--- src/rtl/wb_scoreboard.sv ---
// -----------------------------------------------------------------------------
// wb_scoreboard -- write-back side of the 16-bit, 8-entry register file.
//
// Purpose
//   Keeps a 2-bit count of outstanding writes for each register r1..r7 and
//   stalls decode on RAW hazards and on counter overflow. Merges ALU results
//   and load returns onto the single register-file write port. A load that
//   loses arbitration waits in a small FIFO, so loads commit in arrival order.
//
// Ports
//   clk, rst_n          clock; synchronous active-low reset
//   flush               synchronous clear of counters, FIFO and write port
//   iss_*               decode request (rd/rs, operand uses, writes-rd)
//   iss_stall           combinational hold for decode
//   alu_valid/addr/data ALU result (always accepted, highest priority)
//   ld_valid/addr/data  load return; ld_ready is the combinational accept
//   WB_addr/WB_data     registered register-file write port
//   RegWe               registered write enable
//
// Configuration
//   WB_BYPASS_EN  When defined, an operand with one outstanding write whose
//                 result is on the write port this cycle does not stall. The
//                 register file forwards WB_data to that operand.
// -----------------------------------------------------------------------------

// One pending-write counter. It saturates at both ends. A reserve and a
// release in the same cycle cancel.
module wb_pend_cnt (
  input  logic       clk,
  input  logic       rst_n,
  input  logic       clr,
  input  logic       inc,
  input  logic       dec,
  output logic [1:0] cnt_o
);
  logic [1:0] cnt_q, cnt_d;

  always_comb begin
    cnt_d = cnt_q;
    if (inc && !dec && cnt_q != 2'd3)      cnt_d = cnt_q + 2'd1;
    else if (dec && !inc && cnt_q != 2'd0) cnt_d = cnt_q - 2'd1;
  end

  always_ff @(posedge clk) begin
    if (!rst_n || clr) cnt_q <= 2'd0;
    else               cnt_q <= cnt_d;
  end

  assign cnt_o = cnt_q;
endmodule

module wb_scoreboard #(
  parameter int DATA_W = 16,
  parameter int NREG   = 8,
  parameter int AW     = 3,
  parameter int LDQ_D  = 2
) (
  input  logic              clk,
  input  logic              rst_n,
  input  logic              flush,
  input  logic              iss_valid,
  input  logic [AW-1:0]     iss_rd,
  input  logic [AW-1:0]     iss_rs,
  input  logic              iss_use_rd,
  input  logic              iss_use_rs,
  input  logic              iss_wr,
  output logic              iss_stall,
  input  logic              alu_valid,
  input  logic [AW-1:0]     alu_addr,
  input  logic [DATA_W-1:0] alu_data,
  input  logic              ld_valid,
  output logic              ld_ready,
  input  logic [AW-1:0]     ld_addr,
  input  logic [DATA_W-1:0] ld_data,
  output logic [AW-1:0]     WB_addr,
  output logic [DATA_W-1:0] WB_data,
  output logic              RegWe
);
  localparam int PW = $clog2(LDQ_D);
  localparam int CW = PW + 1;

  typedef struct packed {
    logic [AW-1:0]     addr;
    logic [DATA_W-1:0] data;
  } ld_ent_t;

  // Reset and flush both wipe all state and make the cycle's inputs inert.
  logic clr;
  assign clr = !rst_n || flush;

  // ---------------------------------------------------------------------------
  // Write-port registers
  // ---------------------------------------------------------------------------
  logic              we_q, we_d;
  logic [AW-1:0]     addr_q, addr_d;
  logic [DATA_W-1:0] data_q, data_d;

  // ---------------------------------------------------------------------------
  // Pending-write tracking
  // ---------------------------------------------------------------------------
  logic [NREG-1:0][1:0] pend;
  logic [NREG-1:0]      op_rdy;
  logic                 iss_acc;

  assign pend[0] = 2'd0;  // r0 is hard-wired and never tracked

  // A release is counted one edge after the commit appears on the write port.
  // That leaves the count at 1 for the cycle in which RegWe shows the result,
  // which is the window the bypass relaxation uses.
  for (genvar r = 1; r < NREG; r++) begin : g_pend
    logic inc_r, dec_r;
    assign inc_r = iss_acc && iss_wr && (iss_rd == AW'(r));
    assign dec_r = we_q && (addr_q == AW'(r));
    wb_pend_cnt u_cnt (
      .clk   (clk),
      .rst_n (rst_n),
      .clr   (flush),
      .inc   (inc_r),
      .dec   (dec_r),
      .cnt_o (pend[r])
    );
  end

  for (genvar r = 0; r < NREG; r++) begin : g_rdy
    logic byp_hit;
`ifdef WB_BYPASS_EN
    assign byp_hit = (pend[r] == 2'd1) && we_q && (addr_q == AW'(r));
`else
    assign byp_hit = 1'b0;
`endif
    assign op_rdy[r] = (pend[r] == 2'd0) || byp_hit;
  end

  // The overflow check stays strict even with bypass. A pending count of 3
  // holds a writer until the release has been counted.
  assign iss_stall = iss_valid &&
                     ((iss_use_rd && !op_rdy[iss_rd]) ||
                      (iss_use_rs && !op_rdy[iss_rs]) ||
                      (iss_wr && iss_rd != '0 && pend[iss_rd] == 2'd3));
  assign iss_acc   = iss_valid && !iss_stall && !clr;

  // ---------------------------------------------------------------------------
  // Load holding FIFO
  // ---------------------------------------------------------------------------
  ld_ent_t         fifo_q [LDQ_D];
  logic [PW-1:0]   rd_ptr_q, wr_ptr_q;
  logic [CW-1:0]   cnt_q;
  logic            empty, full, pop, push, direct;

  assign empty  = (cnt_q == '0);
  assign full   = (cnt_q == CW'(LDQ_D));
  // The ALU always wins. Otherwise the FIFO head goes first, so buffered loads
  // keep their order ahead of a newly arriving load.
  assign pop    = !alu_valid && !empty;
  assign direct = !alu_valid && empty && ld_valid;
  // A pop frees a slot in the same cycle, so a full FIFO can still accept.
  assign ld_ready = !full || pop || (empty && !alu_valid);
  assign push   = ld_valid && ld_ready && !direct && !clr;

  always_ff @(posedge clk) begin
    if (clr) begin
      rd_ptr_q <= '0;
      wr_ptr_q <= '0;
      cnt_q    <= '0;
    end else begin
      if (push) wr_ptr_q <= wr_ptr_q + PW'(1);
      if (pop)  rd_ptr_q <= rd_ptr_q + PW'(1);
      case ({push, pop})
        2'b10:   cnt_q <= cnt_q + CW'(1);
        2'b01:   cnt_q <= cnt_q - CW'(1);
        default: cnt_q <= cnt_q;
      endcase
    end
  end

  always_ff @(posedge clk) begin
    if (push) fifo_q[wr_ptr_q] <= '{addr: ld_addr, data: ld_data};
  end

  // ---------------------------------------------------------------------------
  // Write-port arbitration. Address and data hold when there is no winner.
  // ---------------------------------------------------------------------------
  always_comb begin
    we_d   = 1'b0;
    addr_d = addr_q;
    data_d = data_q;
    if (alu_valid) begin
      we_d   = 1'b1;
      addr_d = alu_addr;
      data_d = alu_data;
    end else if (pop) begin
      we_d   = 1'b1;
      addr_d = fifo_q[rd_ptr_q].addr;
      data_d = fifo_q[rd_ptr_q].data;
    end else if (direct) begin
      we_d   = 1'b1;
      addr_d = ld_addr;
      data_d = ld_data;
    end
  end

  always_ff @(posedge clk) begin
    if (clr) begin
      we_q   <= 1'b0;
      addr_q <= '0;
      data_q <= '0;
    end else begin
      we_q   <= we_d;
      addr_q <= addr_d;
      data_q <= data_d;
    end
  end

  assign RegWe   = we_q;
  assign WB_addr = addr_q;
  assign WB_data = data_q;
endmodule

--- config.mk ---
export PLATFORM = sky130hd
export DESIGN_NAME = wb_scoreboard
export DESIGN_NICKNAME = d
export VERILOG_FILES = /design/src/rtl/wb_scoreboard.sv
export SDC_FILE = /design/constraint.sdc
export NUM_CORES = 1
export LEC_CHECK = 0
export ABC_AREA = 1
export ABC_CLOCK_PERIOD_IN_PS = 2600
export CORE_MARGIN = 4
export CORE_UTILIZATION = 39
export DETAILED_ROUTE_END_ITERATION = 10
export SLEW_MARGIN = 10
export SYNTH_ARGS = -nofsm -noshare
export SYNTH_HDL_FRONTEND = slang
export SYNTH_SLANG_ARGS = --single-unit
--- constraint.sdc ---
create_clock -name clk -period 2.6 [get_ports clk]
set_input_delay 0.39 -clock clk [delete_from_list [all_inputs] [get_ports clk]]
set_output_delay 0.39 -clock clk [all_outputs]
set_load 0.005 [all_outputs]
# Word level (Yosys, flattened, before mapping)

Memory sizes are Yosys's and may differ from the RTL's. A register that Yosys moved wholly into a read port is not among the register bits.
Index checks and enable logic that the tools add are counted.
W data, S select, Z words.

Register bits after elaboration: 38
RAM bits: 38
Output and inout bits: 22
Memories kept: 1

Memory list:

| name   | depth | width | rd ports | clocked after memory_dff | write ports | line | RTL |
|---|---|---|---|---|---|---|---|
| fifo_q | 2     | 19    | 1        | 1                        | 1           | 145  | `ld_ent_t fifo_q [LDQ_D];` |

Add/sub/neg operators: 18
$lt $le $gt $ge: 2
Eq/ne operators: 25
Mux-type cells: 34
Reduce and logical (&&, ||, !) cells: 109

Operator list:

| cell                  | number |
|---|---|
| $logic_and A1 B1 Y1   | 56 |
| $mux W16              | 3 |
| $mux W2               | 15 |
| $reduce_bool A2 Y1    | 15 |
| $eq A3 B3 Y1 const B  | 8 |
| $logic_not A1 Y1      | 23 |
| $add A2 B1 Y2 const B | 8 |
| $logic_not A2 Y1      | 8 |
| $sub A2 B1 Y2 const B | 8 |
| $ne A2 B2 Y1 const B  | 7 |
| $eq A3 B2 Y1 const B  | 4 |
| $mux W1               | 9 |
| $mux W3               | 3 |
| $lt A3 B4 Y1 const B  | 2 |
| $bmux W1 S3           | 2 |
| $bmux W2 S3           | 1 |
| $eq A2 B2 Y1 const B  | 3 |
| $eq A3 B1 Y1 const B  | 2 |
| $reduce_bool A3 Y1    | 2 |
| $logic_or A1 B1 Y1    | 5 |
| $pmux W2 S2           | 1 |
| $add A1 B1 Y1 const B | 2 |
| $eq A2 B1 Y1 const B  | 1 |

# Longest topological paths before layout

Word-level depth: 18
Mapped depth: 16
Gate-level depth less buffers: 15

# Modules after synthesis

A second synthesis with hierarchy kept.

Cells, all modules: 473
Area, all modules: 3923.8 um^2

Modules (own cells, without submodules):

| module        | times used | cells each | area each (um^2) |
|---|---|---|---|
| wb_scoreboard | 1          | 333        | 3030.4 |
| wb_pend_cnt   | 7          | 20         | 127.6 |

# Worst setup path after synthesis

OpenSTA, ideal clock, no wires.

Kind: input -> register
Start: input alu_valid
End: memory fifo_q[0][0] in the netlist's numbering, enable pin
Library setup time: 0.395 ns
Data arrival time: 1.730 ns
Setup slack: 0.476 ns
Stages on the path: 4
Path buffers: 1
Cell sequence: clkbuf_1 -> nand3b_1 -> nand4_1 -> nor2_1

Word-level cells in the longest chain between the ends: 9

RTL lines:

| element                               | line     | RTL |
|---|---|---|
| from (decl)                           | 68       | `input logic alu_valid,` |
| $logic_not A1 Y1 (*)                  | 154, 157 |  |
| $logic_and A1 B1 Y1                   | 154      | `assign pop = !alu_valid && !empty;` |
| $logic_or A1 B1 Y1                    | 157      | `assign ld_ready = !full \|\| pop \|\| (empty && !alu_valid);` |
| $logic_or A1 B1 Y1 (*)                | 157      |  |
| via ld_ready                          | 72       | `output logic ld_ready,` |
| $logic_and A1 B1 Y1 (*) (3 in series) | 158      | `assign push = ld_valid && ld_ready && !direct && !clr;` |
| $mux W1 (*)                           | 177      | `if (push) fifo_q[wr_ptr_q] <= '{addr: ld_addr, data: ld_data};` |
| $mux W1 (not written as such) (*)     | 177      |  |
| to (decl)                             | 145      |  |

Mark *: on every way through the listed nets, which the timed path passes. The rest lies on a longest branch.

# Worst setup path after layout

Start: input iss_rd[1]
End: output iss_stall

Word-level cells in the longest chain between the ends: 7

RTL lines:

| element                       | line | RTL |
|---|---|---|
| from (decl)                   | 62   | `input logic [AW-1:0] iss_rd,` |
| $bmux W1 S3                   | 137  | `((iss_use_rd && !op_rdy[iss_rd]) \|\|` |
| $mux W1 (not written as such) | 137  |  |
| $logic_not A1 Y1              | 137  |  |
| $logic_and A1 B1 Y1           | 137  |  |
| $logic_or A1 B1 Y1            | 137  |  |
| $logic_or A1 B1 Y1 (*)        | 138  | `(iss_use_rs && !op_rdy[iss_rs]) \|\|` |
| $logic_and A1 B1 Y1 (*)       | 136  | `assign iss_stall = iss_valid &&` |
| to (decl)                     | 67   | `output logic iss_stall,` |

Every way passes the cells marked *; elsewhere a longest branch is shown, timed or not. The select of a mux whose other input is x is not followed.

==> impl_metrics.env <==
export IMPL_grt_usage_pct=17.84
export IMPL_die_area_mm2=0.01153
export IMPL_synth_edf_count=38
export IMPL_seq_area_frac_synth_pct=49.90
export IMPL_place_ws_ns=-0.04750
export IMPL_place_hpwl_um=6672
export IMPL_viasPerCell=5.007
export IMPL_crit_start="iss_rd[1]"
export IMPL_ir_drop_v=0.0002668
export IMPL_multiInputGateArea_mm2=0.001710
export IMPL_nNetsFinal=588
export IMPL_whs_ns=0.4555
export IMPL_p_per_area_mw_per_mm2=501.2
export IMPL_fmax_mhz=451.7
export IMPL_syn_area_mm2=0.003851
export IMPL_cts_root_buf="clkbuf_8"
export IMPL_routabilityCongestion=0.8723
export IMPL_numClockSinks=77
export IMPL_rsz0062_at_grt="no"
export IMPL_cts_hold_buf=0
export IMPL_post_drt_wl_per_cell_um=14.09
export IMPL_drc=0
export IMPL_cts_htree_levels=3
export IMPL_required_ns=2.21
export IMPL_hold_viol_final=0
export IMPL_busiest_layer="met2"
export IMPL_maxSlewHeadroom_pct=68.74
export IMPL_antennaDiodeCount=0
export IMPL_clk_pin_slew_ns=0.08
export IMPL_synthTopCellsByCount="125 x nand2_1, 39 x dfxtp_1, 39 x nor2_1"
export IMPL_grt_pass1_wl_um=16370
export IMPL_r2r_slack_ns=0.80
export IMPL_arrival_ns=1.82
export IMPL_core_area_mm2=0.009684
export IMPL_final_util_pct=52.36
export IMPL_drive_gt1_share_pct=14.66
export IMPL_use_met3_pct=3.779
export IMPL_yosysWarnings=0
export IMPL_min_path_cells=1
export IMPL_slew_viol_final=0
export IMPL_cts_path_max_buffers=2
export IMPL_ys_flop_type="dfxtp_1"
export IMPL_ff_latch_area_mm2=0.001922
export IMPL_worstSetupPathType="in -> out"
export IMPL_status="finished clean"
export IMPL_ios=75
export IMPL_via_count=3365
export IMPL_portBuffers=74
export IMPL_synth_cells=448
export IMPL_endpoint_kind="output pin"
export IMPL_insertion_delay_ns=0.34
export IMPL_yosysTopAreaCell="edfxtp_1"
export IMPL_drt_iter0_drc=151
export IMPL_met1_usage_pct=23.53
export IMPL_grt_pass1_vias=3485
export IMPL_cts_buffers=9
export IMPL_cp_max_fo=7
export IMPL_ys_seq_elements=77
export IMPL_die_w_um=107.4
export IMPL_crit_reg2reg_launch="g_pend[4].u_cnt.cnt_o[0]"
export IMPL_postCtsSetupBuffers=0
export IMPL_syn_nets=502
export IMPL_syn_to_final_growth_pct=31.68
export IMPL_use_met2_pct=28.78
export IMPL_synth_area_leaders="edfxtp_1 30%, dfxtp_1 20%, nand2_1 12%"
export IMPL_reg2reg_to="g_pend[4].u_cnt.cnt_o[0]"
export IMPL_layout_setup_ws_ns=0.3860
export IMPL_finalSetupViolCount=0
export IMPL_synth_cell_type_count=33
export IMPL_die_h_um=107.4
export IMPL_antenna_found_initial=0
export IMPL_worstMarginPinSlew_ns=0.4654
export IMPL_p_total_mw=2.542
export IMPL_drt_total_wl_um=9469
export IMPL_drv_cap=0
export IMPL_dr_pass1_iters=4
export IMPL_reg2reg_depth=13
export IMPL_postRouteAntennaNets=0
export IMPL_timing_final_crit_share_pct=85.15
export IMPL_hold_class="reg -> reg"
export IMPL_row_count=36
export IMPL_fin_skew_ns=0.007374
export IMPL_fin_tns_setup_ns=0
export IMPL_final_min_clock_period_ns=2.214
export IMPL_synth_top_cell_area_share_pct=29.63
export IMPL_post_synth_top_count_cell="nand2_1"
export IMPL_leakagePower_nw=2.085
export IMPL_grt_overflow=0
export IMPL_syn_avg_cell_area_um2=8.596
export IMPL_cts_tree="yes"
export IMPL_hp_start="rd_ptr_q"
export IMPL_crit_path_start_kind="primary input"
export IMPL_async_reset_ff_share_pct=0
export IMPL_start_util_pct=39.77
export IMPL_grt_max_degree=38
export IMPL_nFillCells=901
==> per-layer routing <==
metal	vias to the layer above	wire length [µm]
li1	1699	-
met1	1571	4384
met2	79	4444
met3	16	480
met4	0	160
met5	-	0
==> critical path, stage by stage <==
cell,delay [ns]
clkdlybuf4s50_1,0.47
buf_6,0.13
inv_4,0.05
buf_4,0.13
nand3_1,0.06
nand3_1,0.09
nand3_2,0.10
a21oi_2,0.06
nor2_1,0.14
nor2_1,0.05
dlymetal6s2s_1,0.14
==> stage by stage <==
stage / instance area, µm² / cells
after floorplan: 3851 / 448
after detailed placement: 4836 / 655
after global placement: 4836 / 655
after global routing: 5071 / 672
final: 5071 / 672
after CTS: 5065 / 672
==> worst max path at each step <==
stage | end | slack (ns)
after global routing | iss_stall | 0.27
after detailed placement | iss_stall | -0.05
after global placement | iss_stall | -0.005
after floorplan | fifo_q[0][0] | 0.48
after CTS | iss_stall | 0.006
final | iss_stall | 0.39
==> report_power, final <==
part / leakage, nW / switching, mW / internal (mW)
Clock: 0.107 / 0.465 / 0.478
Combinational: 1.32 / 0.137 / 0.154
Sequential: 0.660 / 0.0135 / 1.29
==> layout by cell type, fill, tap and decap left out, types with 2 or more instances in the layout <==
cell             count
nand2_2              4
nand3_2              6
nand3_1             27
buf_12               3
edfxtp_1            38
a41oi_1              5
clkbuf_8            10
clkdlybuf4s50_1     72
dfxtp_1             39
nor2_2               5
a31oi_1             18
nand3b_4             6
nand4_1              2
buf_4               12
nor2_4               2
nor3_1               4
nand2_1            125
inv_1               35
inv_6                2
nor2_1              35
a21oi_2              2
clkinv_4             2
mux2_2              18
o21ai_0             24
buf_6                2
a21oi_1             27
==> layout make-up <==
class | count | area share (%)
flip-flops and latches | 77 | 37.90
multi-input cells | 316 | 33.73
repair buffers | 92 | 18.13
well taps | 133 | 3.282
inverters | 38 | 2.862
clock buffers | 10 | 2.714
clock inverters | 6 | 1.382
==> state kept, by name, indices dropped and copies added (netlist names), named ones only <==
name                cells
WB_data                16
rd_ptr_q                1
RegWe                   1
WB_addr                 3
wr_ptr_q                1
cnt_q                   2
g_pend.u_cnt.cnt_o     14
fifo_q                 38
==> what timing repair did <==
| action | 4_1_cts | 5_1_grt |
|---|---|---|
| endpoints found under the setup margin | 1 | 1 |
| pin swaps | 0 | 0 |
| gates resized for setup | 5 | 3 |
| cloned | 1 | 0 |
==> cells by family (layout without fill, tap and decap cells) <==
family	Yosys count	count (layout)	share of synthesized area [%]
DFF	77	77	49.90
adders and majority gates	1	1	0.3248
buffers and inverters	55	146	6.303
AOI/OAI and AO/OA	79	79	11.60
muxes	19	19	5.523
and+or+nand+nor	217	217	26.35
Power figures use the tool's default switching activity.
